$ cat config.mk
export PLATFORM = sky130hd
export DESIGN_NAME = mult_sequencer_flat
export DESIGN_NICKNAME = d
export VERILOG_FILES = /design/src/rtl/mult_sequencer_if.sv /design/src/rtl/mult_sequencer.sv /design/src/flat_wrapper.sv
export SDC_FILE = /design/constraint.sdc
export NUM_CORES = 1
export LEC_CHECK = 0
export BUFFER_PORTS_ARGS = -buffer_cell sky130_fd_sc_hd__buf_2
export CELL_PAD_IN_SITES_DETAIL_PLACEMENT = 0
export CELL_PAD_IN_SITES_GLOBAL_PLACEMENT = 1
export CORE_UTILIZATION = 32
export DETAILED_ROUTE_END_ITERATION = 7
export GPL_ROUTABILITY_DRIVEN = 0
export GPL_TIMING_DRIVEN = 0
export PLACE_DENSITY_LB_ADDON = 0.1
export SLEW_MARGIN = 10
export SYNTH_ARGS = -nofsm -noshare
export SYNTH_HDL_FRONTEND = slang
export SYNTH_SLANG_ARGS = --single-unit
export TNS_END_PERCENT = 50
$ cat constraint.sdc
create_clock -name clock -period 1.75 [get_ports clock]
set_input_delay 0 -clock clock [delete_from_list [all_inputs] [get_ports clock]]
set_output_delay 0 -clock clock [all_outputs]
set_load 0.05 [all_outputs]
$ cat src/rtl/mult_sequencer_if.sv
// Bundle between the execute/write-back side, the multiplier array and mult_sequencer.
// The sequencer uses the slave view; the surrounding logic uses the master view.
interface mult_sequencer_if;
  localparam int unsigned AW = 32;
  localparam int unsigned BW = 16;
  localparam int unsigned TW = 5;

  logic          ctrl_MULT;
  logic [AW-1:0] data_operandA;
  logic [BW-1:0] data_operandB;
  logic [TW-1:0] ctrl_tag;
  logic          ctrl_ack;
  logic [AW-1:0] mult_operandA;
  logic [BW-1:0] mult_operandB;
  logic [AW-1:0] mult_result;
  logic          mult_exception;
  logic [AW-1:0] data_result;
  logic          data_exception;
  logic [TW-1:0] data_tag;
  logic          data_inputRDY;
  logic          data_resultRDY;
  logic          data_dropped;

  modport master (
    output ctrl_MULT, data_operandA, data_operandB, ctrl_tag, ctrl_ack,
           mult_result, mult_exception,
    input  mult_operandA, mult_operandB, data_result, data_exception, data_tag,
           data_inputRDY, data_resultRDY, data_dropped
  );

  modport slave (
    input  ctrl_MULT, data_operandA, data_operandB, ctrl_tag, ctrl_ack,
           mult_result, mult_exception,
    output mult_operandA, mult_operandB, data_result, data_exception, data_tag,
           data_inputRDY, data_resultRDY, data_dropped
  );
endinterface

$ cat src/rtl/mult_sequencer.sv
// Issue/capture controller around the combinational Booth multiplier array:
// holds operands for LATENCY cycles, then captures the product behind a ready/ack handshake.
module mult_sequencer #(
  parameter int unsigned LATENCY = 3
) (
  input logic             clock,
  input logic             reset,
  mult_sequencer_if.slave bus
);
  localparam int unsigned AW = 32;
  localparam int unsigned BW = 16;
  localparam int unsigned TW = 5;
  localparam int unsigned CW = 3;
  localparam logic [CW-1:0] LAST = CW'(LATENCY - 1);

  typedef enum logic [1:0] {IDLE, BUSY, DONE} state_e;

  state_e        state_q;
  logic [CW-1:0] cnt_q;
  logic [AW-1:0] opa_q;
  logic [BW-1:0] opb_q;
  logic [TW-1:0] tag_q;
  logic          opzero_q;
  logic [AW-1:0] result_q;
  logic          exc_q;
  logic [TW-1:0] res_tag_q;
  logic          inrdy_q;
  logic          resrdy_q;
  logic          dropped_q;

  // Ready flags are flopped alongside the state so they never see an input path.
  always_ff @(posedge clock) begin
    if (reset) begin
      state_q   <= IDLE;
      cnt_q     <= '0;
      opa_q     <= '0;
      opb_q     <= '0;
      tag_q     <= '0;
      opzero_q  <= 1'b0;
      result_q  <= '0;
      exc_q     <= 1'b0;
      res_tag_q <= '0;
      inrdy_q   <= 1'b1;
      resrdy_q  <= 1'b0;
      dropped_q <= 1'b0;
    end else begin
      dropped_q <= 1'b0;
      case (state_q)
        IDLE: begin
          if (bus.ctrl_MULT) begin
            opa_q    <= bus.data_operandA;
            opb_q    <= bus.data_operandB;
            tag_q    <= bus.ctrl_tag;
            opzero_q <= (bus.data_operandA == '0) | (bus.data_operandB == '0);
            cnt_q    <= '0;
            state_q  <= BUSY;
            inrdy_q  <= 1'b0;
          end
        end
        BUSY: begin
          dropped_q <= bus.ctrl_MULT;
          cnt_q     <= cnt_q + CW'(1);
          if (cnt_q == LAST) begin
            result_q  <= bus.mult_result;
            // Raw flag misfires on a zero product with a negative operand.
            exc_q     <= bus.mult_exception & ~opzero_q;
            res_tag_q <= tag_q;
            state_q   <= DONE;
            resrdy_q  <= 1'b1;
          end
        end
        DONE: begin
          dropped_q <= bus.ctrl_MULT;
          if (bus.ctrl_ack) begin
            state_q  <= IDLE;
            resrdy_q <= 1'b0;
            inrdy_q  <= 1'b1;
          end
        end
        default: begin
          state_q  <= IDLE;
          inrdy_q  <= 1'b1;
          resrdy_q <= 1'b0;
        end
      endcase
    end
  end

  assign bus.mult_operandA  = opa_q;
  assign bus.mult_operandB  = opb_q;
  assign bus.data_result    = result_q;
  assign bus.data_exception = exc_q;
  assign bus.data_tag       = res_tag_q;
  assign bus.data_inputRDY  = inrdy_q;
  assign bus.data_resultRDY = resrdy_q;
  assign bus.data_dropped   = dropped_q;
endmodule

$ cat src/flat_wrapper.sv
// flat-port wrapper written by rule: the top's interface ports become plain ports
module mult_sequencer_flat 
#(
  parameter int unsigned LATENCY = 3
)
  (clock, reset, bus_ctrl_MULT, bus_data_operandA, bus_data_operandB, bus_ctrl_tag, bus_ctrl_ack, bus_mult_result, bus_mult_exception, bus_mult_operandA, bus_mult_operandB, bus_data_result, bus_data_exception, bus_data_tag, bus_data_inputRDY, bus_data_resultRDY, bus_data_dropped);
  mult_sequencer_if bus_i ();
  input logic clock;
  input logic reset;
  input wire logic [$bits(bus_i.ctrl_MULT)-1:0] bus_ctrl_MULT;
  input wire logic [$bits(bus_i.data_operandA)-1:0] bus_data_operandA;
  input wire logic [$bits(bus_i.data_operandB)-1:0] bus_data_operandB;
  input wire logic [$bits(bus_i.ctrl_tag)-1:0] bus_ctrl_tag;
  input wire logic [$bits(bus_i.ctrl_ack)-1:0] bus_ctrl_ack;
  input wire logic [$bits(bus_i.mult_result)-1:0] bus_mult_result;
  input wire logic [$bits(bus_i.mult_exception)-1:0] bus_mult_exception;
  output wire logic [$bits(bus_i.mult_operandA)-1:0] bus_mult_operandA;
  output wire logic [$bits(bus_i.mult_operandB)-1:0] bus_mult_operandB;
  output wire logic [$bits(bus_i.data_result)-1:0] bus_data_result;
  output wire logic [$bits(bus_i.data_exception)-1:0] bus_data_exception;
  output wire logic [$bits(bus_i.data_tag)-1:0] bus_data_tag;
  output wire logic [$bits(bus_i.data_inputRDY)-1:0] bus_data_inputRDY;
  output wire logic [$bits(bus_i.data_resultRDY)-1:0] bus_data_resultRDY;
  output wire logic [$bits(bus_i.data_dropped)-1:0] bus_data_dropped;
  assign bus_i.ctrl_MULT = bus_ctrl_MULT;
  assign bus_i.data_operandA = bus_data_operandA;
  assign bus_i.data_operandB = bus_data_operandB;
  assign bus_i.ctrl_tag = bus_ctrl_tag;
  assign bus_i.ctrl_ack = bus_ctrl_ack;
  assign bus_i.mult_result = bus_mult_result;
  assign bus_i.mult_exception = bus_mult_exception;
  assign bus_mult_operandA = bus_i.mult_operandA;
  assign bus_mult_operandB = bus_i.mult_operandB;
  assign bus_data_result = bus_i.data_result;
  assign bus_data_exception = bus_i.data_exception;
  assign bus_data_tag = bus_i.data_tag;
  assign bus_data_inputRDY = bus_i.data_inputRDY;
  assign bus_data_resultRDY = bus_i.data_resultRDY;
  assign bus_data_dropped = bus_i.data_dropped;
  mult_sequencer #(.LATENCY(LATENCY)) u_core (.clock(clock), .reset(reset), .bus(bus_i));
endmodule
# Word level (Yosys, flattened, before mapping)
# Index checks and enable logic that the tools add are counted.
dict set report totals {
  ff_bits 100
  in_bits 90
  output_inout_bits 89
  word_cells 49
}
dict set report op_classes {
  addsub 1
  n_eq_ne 6
  muxes 12
  n_bitwise 6
  reduce_logical 12
}
# op count
set op_table {}
lappend op_table {{$logic_not A32 Y1} 1}
lappend op_table {{$logic_not A16 Y1} 1}
lappend op_table {{$reduce_and A3 Y1} 3}
lappend op_table {{$mux W2} 3}
lappend op_table {{$pmux W1 S3} 2}
lappend op_table {{$pmux W2 S3} 1}
lappend op_table {{$pmux W3 S2} 1}
lappend op_table {{$reduce_and A2 Y1} 3}
lappend op_table {{$mux W1} 4}
lappend op_table {{$ne A2 B2 Y1 const B} 2}
lappend op_table {{$not A1 Y1} 4}
lappend op_table {{$reduce_or A2 Y1} 2}
lappend op_table {{$add A3 B1 Y3 const B} 1}
lappend op_table {{$eq A3 B2 Y1 const B} 1}
lappend op_table {{$mux W3} 1}
lappend op_table {{$eq A2 B1 Y1 const B} 1}
lappend op_table {{$eq A2 B2 Y1 const B} 1}
lappend op_table {{$logic_not A2 Y1} 1}
lappend op_table {{$ne A2 B1 Y1 const B} 1}
lappend op_table {{$reduce_bool A2 Y1} 1}
lappend op_table {{$and A1 B1 Y1} 1}
lappend op_table {{$or A1 B1 Y1} 1}

# Longest topological paths before layout
# Gate-level depths: netlist of the first run.
dict set report logic_depth {
  word_depth 4
  mapped_depth 8
  depth_no_buf 6
}

# Worst setup path after synthesis of the first run
# No wires, ideal clock.
dict set report synth_path {
  path_kind {register -> register}
  startpoint {reg u_core.state_q[0]}
  endpoint {reg u_core.opa_q[28], in the netlist u_core.bus.mult_operandA[28]}
  setup_time_ns 0.070
  arrival_ns 1.273
  t_required_ns 1.680
  setup_slack_ns 0.406
  stages_incl_launch_ff 7
  n_path_buf 1
  period_less_slack_ns 1.344
  path_cell_list {dfxtp_1 > inv_1 > ha_1 > nand2_1 > clkbuf_1 > nand2_1 > a21oi_1}
}
dict set report synth_via {
  elab_chain_cells 2
}
# item line_no
set synth_lines {}
lappend synth_lines {{from (decl)} mult_sequencer.sv:18} ;# state_e state_q;
lappend synth_lines {{from (signal assigned)} mult_sequencer.sv:34} ;# state_q <= IDLE;
lappend synth_lines {{from (signal assigned)} mult_sequencer.sv:56} ;# state_q <= BUSY;
lappend synth_lines {{from (signal assigned)} mult_sequencer.sv:68} ;# state_q <= DONE;
lappend synth_lines {{$logic_not A2 Y1} mult_sequencer.sv:48} ;# case (state_q)
lappend synth_lines {{$reduce_and A2 Y1 (no line)} n/a}
lappend synth_lines {{to (signal assigned)} mult_sequencer.sv:51} ;# opa_q <= bus.data_operandA;
lappend synth_lines {{to (decl)} mult_sequencer.sv:20} ;# logic [AW-1:0] opa_q;
# Every way passes these cells.
# A chain may end at the register's enable or synchronous reset.

# Worst setup path after layout of the first run
dict set report layout_path {
  startpoint {reg u_core.state_q[0]}
  endpoint {reg u_core.opa_q[13], in the netlist u_core.bus.mult_operandA[13]}
}
# Same word-level chain as after synthesis.

==> flow_metrics.env, run 1 <==
export IMPL_status="finished, final reports clean"
export IMPL_rows=39
export IMPL_p_sw_mw=2.16
export IMPL_mappedNetlistArea_um2=3730
export IMPL_cts_tree="yes"
export IMPL_start_util=0.328
export IMPL_synth_top_cell_by_area="dfxtp_1"
export IMPL_cts_htree_levels=3
export IMPL_wl_per_cell_um=13.5
export IMPL_power_density_nw_per_um2=1050
export IMPL_hold_ws_ns=0.0328
export IMPL_netlist_area_leader_share=0.537
export IMPL_crit_path_start_kind="flop"
export IMPL_dieArea_um2=12100
export IMPL_layout_min_cycle_time_ns=1.61
export IMPL_drt_first_pass_iters=6
export IMPL_seq_area_um2=2000
export IMPL_worstSetupPathDepth=6
export IMPL_switching_share=0.348
export IMPL_number_of_antenna_violations_at_the_first_check_in_global_routing=0
export IMPL_most_frequent_cell_after_synthesis="nand2_1"
export IMPL_wl_um=12000
export IMPL_drtAntennaViolNets=0
export IMPL_num_antenna_cells=0
export IMPL_grt_setup_unrepaired="no"
export IMPL_total_area_of_multi_input_combinational_cells_um2=1550
export IMPL_register_share_of_total_power=0.417
export IMPL_critical_path_top_delay_family="buffers and inverters"
export IMPL_core_region_area_um2=11400
export IMPL_layout_worst_path_cycle_share=0.918
export IMPL_fp_dieH_um=110
export IMPL_route_vias_total=4044
export IMPL_drt_iter0_drc=143
export IMPL_io_pins=179
export IMPL_postSynthAreaPerCell_um2=8.06
export IMPL_tritoncts_num_buffers=9
export IMPL_cts_path_max_buffers=2
export IMPL_port_buffers=177
export IMPL_syn_num_nets=558
export IMPL_post_layout_total_power_mw=6.20
export IMPL_synthesized_instance_count=463
export IMPL_report_final_slew_viol_count=0
export IMPL_clk_latency_ns=0.34
export IMPL_synthFlopType="dfxtp_1"
export IMPL_arrival_ns=1.88
export IMPL_die_width_um=110
export IMPL_postLayoutCoreUtil=0.521
export IMPL_fmaxAchievable_mhz=623
export IMPL_synth_edff_count=0
export IMPL_layout_nets=832
export IMPL_first_pass_grt_wire_length_um=17300
export IMPL_critPathBufInv=2
export IMPL_grt_start_max_net_pins=15
export IMPL_cellInternalPower_mw=4.04
export IMPL_yosysSeqAreaShare=0.537
export IMPL_timing_worst_slew_pin_value_ns=0.525
export IMPL_fillers=1111
export IMPL_drive_gt1_frac=0.296
export IMPL_vdd_ir_drop_max_uv=720
export IMPL_clk_pin_slew_worst_paths_ns=0.07
export IMPL_path_cells="inv_1, ha_1, nand2_1, buf_2, nand2_1, a21oi_1"
export IMPL_cts_root_buf="clkbuf_16"
export IMPL_finalHoldViolations=0
export IMPL_finalSetupTns_ns=0
export IMPL_drcViolationCount=0
export IMPL_final_cell_count_no_fill=883
export IMPL_netlist_top_cells_count="nand2_1, dfxtp_1, a21oi_1"
export IMPL_gr_overflow_total=0
export IMPL_postSynth_asyncResetShare=0
export IMPL_cp_common_cell="nand2_1"
export IMPL_synth_area_leaders="dfxtp_1, nand2_1, a21oi_1"
export IMPL_yosysWarningCount=0
export IMPL_groute_usage_overall=0.190
export IMPL_synth_cell_type_count=30
export IMPL_slew_limit_headroom=0.650
export IMPL_critPathRequiredTime_ns=2.02
export IMPL_signed_area_change_from_the_synthesized_netlist_to_the_final_layout_pct=58.7
export IMPL_ys_seq_elements=100
export IMPL_report_final_setup_viol=0
export IMPL_fraction_of_power_consumed_by_the_clock_network=0.290
export IMPL_crit_path_max_fanout=10
export IMPL_drt_vias_per_instance=4.58
export IMPL_maxCapViolCount=0
export IMPL_slowest_delay_ns=0.36
export IMPL_critical_path_slowest_cell="dfxtp_1"
export IMPL_share_of_power_burned_in_combinational_logic=0.294
export IMPL_vias_in_the_first_global_route=3681
export IMPL_critical_path_class="flop to flop"
export IMPL_critPathCaptureType="flop"
export IMPL_clock_sinks=100
export IMPL_reg2reg_depth=6
export IMPL_holdCritPathClass="primary input to flop"
export IMPL_final_setup_skew_ns=0.00545
export IMPL_whs_path_depth=4
export IMPL_detailedPlacementHpwl_um=8190
export IMPL_dpl_cell_count=783
export IMPL_leakagePower_nw=2.62
## cell families after synthesis
logic type | after synthesis | share of synthesized area
fa+ha+maj | 5 | 0.0168
simple gates | 220 | 0.252
buf+inv | 34 | 0.0486
compound gates | 104 | 0.146
flops | 100 | 0.537
## tightest hold or removal path, cell delays in order
cell	delay (ns)
buf_2	0.07
nor3b_2	0.14
a21oi_1	0.05
nor2_1	0.08
## registers in the layout, indices dropped and copies added, names as in the netlist
register / count
u_core.state_q: 2
u_core.tag_q: 5
u_core.opzero_q: 1
u_core.bus.data_resultRDY: 1
u_core.bus.mult_operandB: 16
u_core.bus.data_exception: 1
u_core.bus.data_inputRDY: 1
u_core.bus.data_tag: 5
u_core.cnt_q: 3
u_core.bus.data_result: 32
u_core.bus.data_dropped: 1
u_core.bus.mult_operandA: 32
## placed cells by master (no fill, tap or decap), drive strengths merged, types with 2 or more instances in the layout
| cell | count |
|---|---|
| a211oi | 2 |
| a21oi | 96 |
| buf | 195 |
| clkbuf | 23 |
| clkinv | 3 |
| dfxtp | 100 |
| dlygate4sd3 | 86 |
| ha | 5 |
| inv | 4 |
| nand2 | 186 |
| nand2b | 3 |
| nand3b | 2 |
| nand4 | 3 |
| nor2 | 7 |
| nor2b | 2 |
| nor3 | 2 |
| nor4 | 12 |
| o21a | 2 |
## power groups by stage
stage          clock [mW]  combinational [mW]  sequential, mW
3_3_place_gp            0                1.66            2.63
2_1_floorplan           0               0.616            3.21
3_5_place_dp            0                1.67            2.63
4_1_cts              1.86                1.83            2.58
5_1_grt              1.96                1.97            2.61
6_report             1.80                1.82            2.58
## through the flow
| step | worst slack [ns] | area, µm² |
|---|---|---|
| 3_5_place_dp | 0.0200 | 4790 |
| 5_1_grt | 0.0156 | 5920 |
| 6_report | 0.144 | 5920 |
| 3_3_place_gp | 0.0517 | 4790 |
| 4_1_cts | 0.0588 | 5910 |
| 2_1_floorplan | 0.406 | 3730 |
## cell type report
| class | count | share of cell area |
|---|---|---|
| buffer | 30 | 0.0292 |
| clock buffer | 11 | 0.0410 |
| clock inverter | 3 | 0.00254 |
| inverter | 4 | 0.00254 |
| multi-input combinational | 329 | 0.261 |
| sequential | 100 | 0.338 |
| tap | 143 | 0.0302 |
| timing repair buffer | 263 | 0.295 |
## metal layers
metal | track usage | routed length (µm) | vias to the layer above
met5 | 0 | 0 | -
met4 | 0.0762 | 172 | 0
met3 | 0.0498 | 712 | 13
met2 | 0.337 | 6010 | 123
met1 | 0.216 | 5060 | 1840
li1 | - | - | 2068
## what timing repair did
action,4_1_cts,5_1_grt
endpoints found under the hold margin,87,0
cloned,0,0
buffers inserted,0,0
resized for setup,1,3
endpoints found under the setup margin,1,11
hold buffers,86,0
## worst paths after layout
| kind | startpoint | to | slack [ns] |
|---|---|---|---|
| max | u_core.state_q[0]$_SDFFE_PP0P_ | u_core.bus.mult_operandA[13]$_SDFFE_PP0P_ | 0.14 |
| min | bus_mult_exception | u_core.bus.data_exception$_SDFFE_PP0P_ | 0.03 |
| min reg2reg | u_core.tag_q[3]$_SDFFE_PP0P_ | u_core.bus.data_tag[3]$_SDFFE_PP0P_ | 0.45 |
| max reg2reg | u_core.state_q[0]$_SDFFE_PP0P_ | u_core.bus.mult_operandA[13]$_SDFFE_PP0P_ | 0.14 |
Power figures use the tool's default switching activity.
==> run 2: changes to the inputs <==
Settings changed: BUFFER_PORTS_ARGS -buffer_cell sky130_fd_sc_hd__buf_2 to default, CORE_UTILIZATION 32 to 43, CTS_CLUSTER_SIZE from default to 24, DONT_BUFFER_PORTS from default to 1.
==> run 2 against run 1 <==
Compared with the run above:
- sequential cell count stayed put
- worst hold slack worse by 0.011 ns
- cell count is 24% lower
- worst setup slack got worse by 0.011 ns
- total power is 12% lower
- clock-buffer cell count did not move
- die area is 25% lower
- clock power fell by 27%
- global-route usage is 3.0 points higher
- non-clock buffer count decreased by 175
- clock skew rose by 0.0078 ns
- fmax shrank 0.67%
- critical endpoint is now u_core.bus.mult_operandB[15]$_SDFFE_PP0P_
==> flow_metrics.env, run 2 (synthesis gave the netlist of run 1 again) <==
export IMPL_status="finished, final reports clean"
export IMPL_drt_vias_per_instance=5.04
export IMPL_fmaxAchievable_mhz=618
export IMPL_fillers=773
export IMPL_groute_usage_overall=0.220
export IMPL_p_sw_mw=2.05
export IMPL_crit_path_max_fanout=10
export IMPL_r2r_start="u_core.state_q[1]$_SDFFE_PP0P_"
export IMPL_tritoncts_num_buffers=9
export IMPL_critical_path_slowest_cell="dfxtp_1"
export IMPL_grt_start_max_net_pins=17
export IMPL_met2_wire_length_um=5160
export IMPL_place_area_um2=3860
export IMPL_cellInternalPower_mw=3.41
export IMPL_whs_path_depth=4
export IMPL_postLayoutCoreUtil=0.592
export IMPL_fp_dieH_um=95.1
export IMPL_arrival_ns=1.91
export IMPL_gr_overflow_total=0
export IMPL_hold_ws_ns=0.0222
export IMPL_critical_path_top_delay_family="flip-flops"
export IMPL_regToRegSetupSlack_ns=0.13
export IMPL_cts_root_buf="clkbuf_8"
export IMPL_mostFrequentLayoutCells="nand2_1, dfxtp_1, a21oi_1"
export IMPL_port_buffers=0
export IMPL_clock_sinks=100
export IMPL_number_of_antenna_violations_at_the_first_check_in_global_routing=0
export IMPL_dieArea_um2=9050
export IMPL_core_region_area_um2=8300
export IMPL_drt_first_pass_iters=4
export IMPL_report_final_setup_viol=0
export IMPL_rows=33
export IMPL_holdCritPathClass="primary input to flop"
export IMPL_report_final_slew_viol_count=0
export IMPL_clk_latency_ns=0.36
export IMPL_slowest_delay_ns=0.39
export IMPL_first_pass_grt_wire_length_um=15200
export IMPL_critPathCaptureType="flop"
export IMPL_io_pins=179
export IMPL_critPathBufInv=2
export IMPL_share_of_power_burned_in_combinational_logic=0.173
export IMPL_switching_share=0.375
export IMPL_final_setup_skew_ns=0.0132
export IMPL_origin_of_the_worst_min_delay_path="bus_data_operandA[23]"
export IMPL_drt_iter0_drc=67
export IMPL_register_share_of_total_power=0.586
export IMPL_finalSetupTns_ns=0
export IMPL_topRoutingLayerUsed="met4"
export IMPL_signed_area_change_from_the_synthesized_netlist_to_the_final_layout_pct=31.8
export IMPL_slew_limit_headroom=0.628
export IMPL_vdd_ir_drop_max_uv=686
export IMPL_critical_path_class="flop to flop"
export IMPL_finalHoldViolations=0
export IMPL_wl_met1_um=4180
export IMPL_critPathRequiredTime_ns=2.05
export IMPL_worstSetupPathDepth=6
export IMPL_power_density_nw_per_um2=1110
export IMPL_drcViolationCount=0
export IMPL_cts_path_max_buffers=2
export IMPL_detailedPlacementHpwl_um=6940
export IMPL_timing_worst_slew_pin_value_ns=0.557
export IMPL_cts_tree="yes"
export IMPL_route_vias_total=3388
export IMPL_cp_common_cell="nand2_1"
export IMPL_drive_gt1_frac=0.0758
export IMPL_post_layout_total_power_mw=5.46
export IMPL_wl_per_cell_um=15.4
export IMPL_layout_nets=657
export IMPL_path_cells="inv_1, ha_1, nand2_1, buf_2, nand2_1, a21oi_1"
export IMPL_crit_path_start_kind="flop"
export IMPL_crit_start="u_core.state_q[1]$_SDFFE_PP0P_"
export IMPL_reg2reg_depth=6
export IMPL_clk_pin_slew_worst_paths_ns=0.10
export IMPL_wl_um=10300
export IMPL_leakagePower_nw=1.75
export IMPL_fin_area_um2=4920
export IMPL_cts_htree_levels=3
export IMPL_die_width_um=95.1
export IMPL_maxCapViolCount=0
export IMPL_dr_wl_met3_um=849
export IMPL_drtAntennaViolNets=0
export IMPL_vias_in_the_first_global_route=3363
export IMPL_fraction_of_power_consumed_by_the_clock_network=0.241
export IMPL_num_antenna_cells=0
export IMPL_grt_setup_unrepaired="no"
export IMPL_final_common_cell="nand2_1"
export IMPL_layout_min_cycle_time_ns=1.62
export IMPL_layout_worst_path_cycle_share=0.924
export IMPL_start_util=0.449
==> run 2: layer usage <==
metal	vias up	global-route usage
met5	-	0
met4	0	0.0758
met3	10	0.0678
met2	114	0.393
met1	1551	0.245
li1	1713	-
==> run 2: tightest hold or removal path, stage by stage <==
cell and delay, ns:
nor4_2 0.03, nand4_1 0.06, o21a_1 0.16, a211oi_2 0.07
==> run 2: layout make-up <==
cell class | count | area (µm²) | area share
buffer | 30 | 173 | 0.0351
clock buffer | 11 | 131 | 0.0267
clock inverter | 5 | 37.5 | 0.00763
inverter | 4 | 15.0 | 0.00305
multi-input combinational | 329 | 1550 | 0.315
sequential | 100 | 2000 | 0.407
tap | 105 | 131 | 0.0267
timing repair buffer | 88 | 881 | 0.179
==> run 2: final timing paths <==
check                                                                  to
worst max-delay path            u_core.bus.mult_operandB[15]$_SDFFE_PP0P_
worst min-delay path                         u_core.opzero_q$_SDFFE_PP0P_
worst max register to register  u_core.bus.mult_operandB[15]$_SDFFE_PP0P_
worst min register to register        u_core.bus.data_tag[4]$_SDFFE_PP0P_
==> run 2: metrics by stage <==
stage | std cells | setup slack (ns)
2_1_floorplan | 463 | 0.406
3_3_place_gp | 568 | 0.0767
3_5_place_dp | 568 | 0.0845
4_1_cts | 672 | 0.0605
5_1_grt | 672 | 0.00646
6_report | 672 | 0.133
==> run 2: what timing repair did <==
| item | in CTS | in global routing |
|---|---|---|
| hold buffers | 88 | 0 |
| setup buffers | 0 | 0 |
| endpoints found under the setup margin | 0 | 24 |
| hold endpoints to repair | 91 | 0 |
| gates resized for setup | 0 | 5 |
==> run 2: power groups by stage <==
stage          clock network [mW]  logic [mW]  registers [mW]
2_1_floorplan                   0       0.616            3.21
3_3_place_gp                    0       0.761            3.25
3_5_place_dp                    0       0.779            3.25
4_1_cts                      1.36       0.943            3.20
5_1_grt                      1.45        1.06            3.22
6_report                     1.32       0.944            3.20
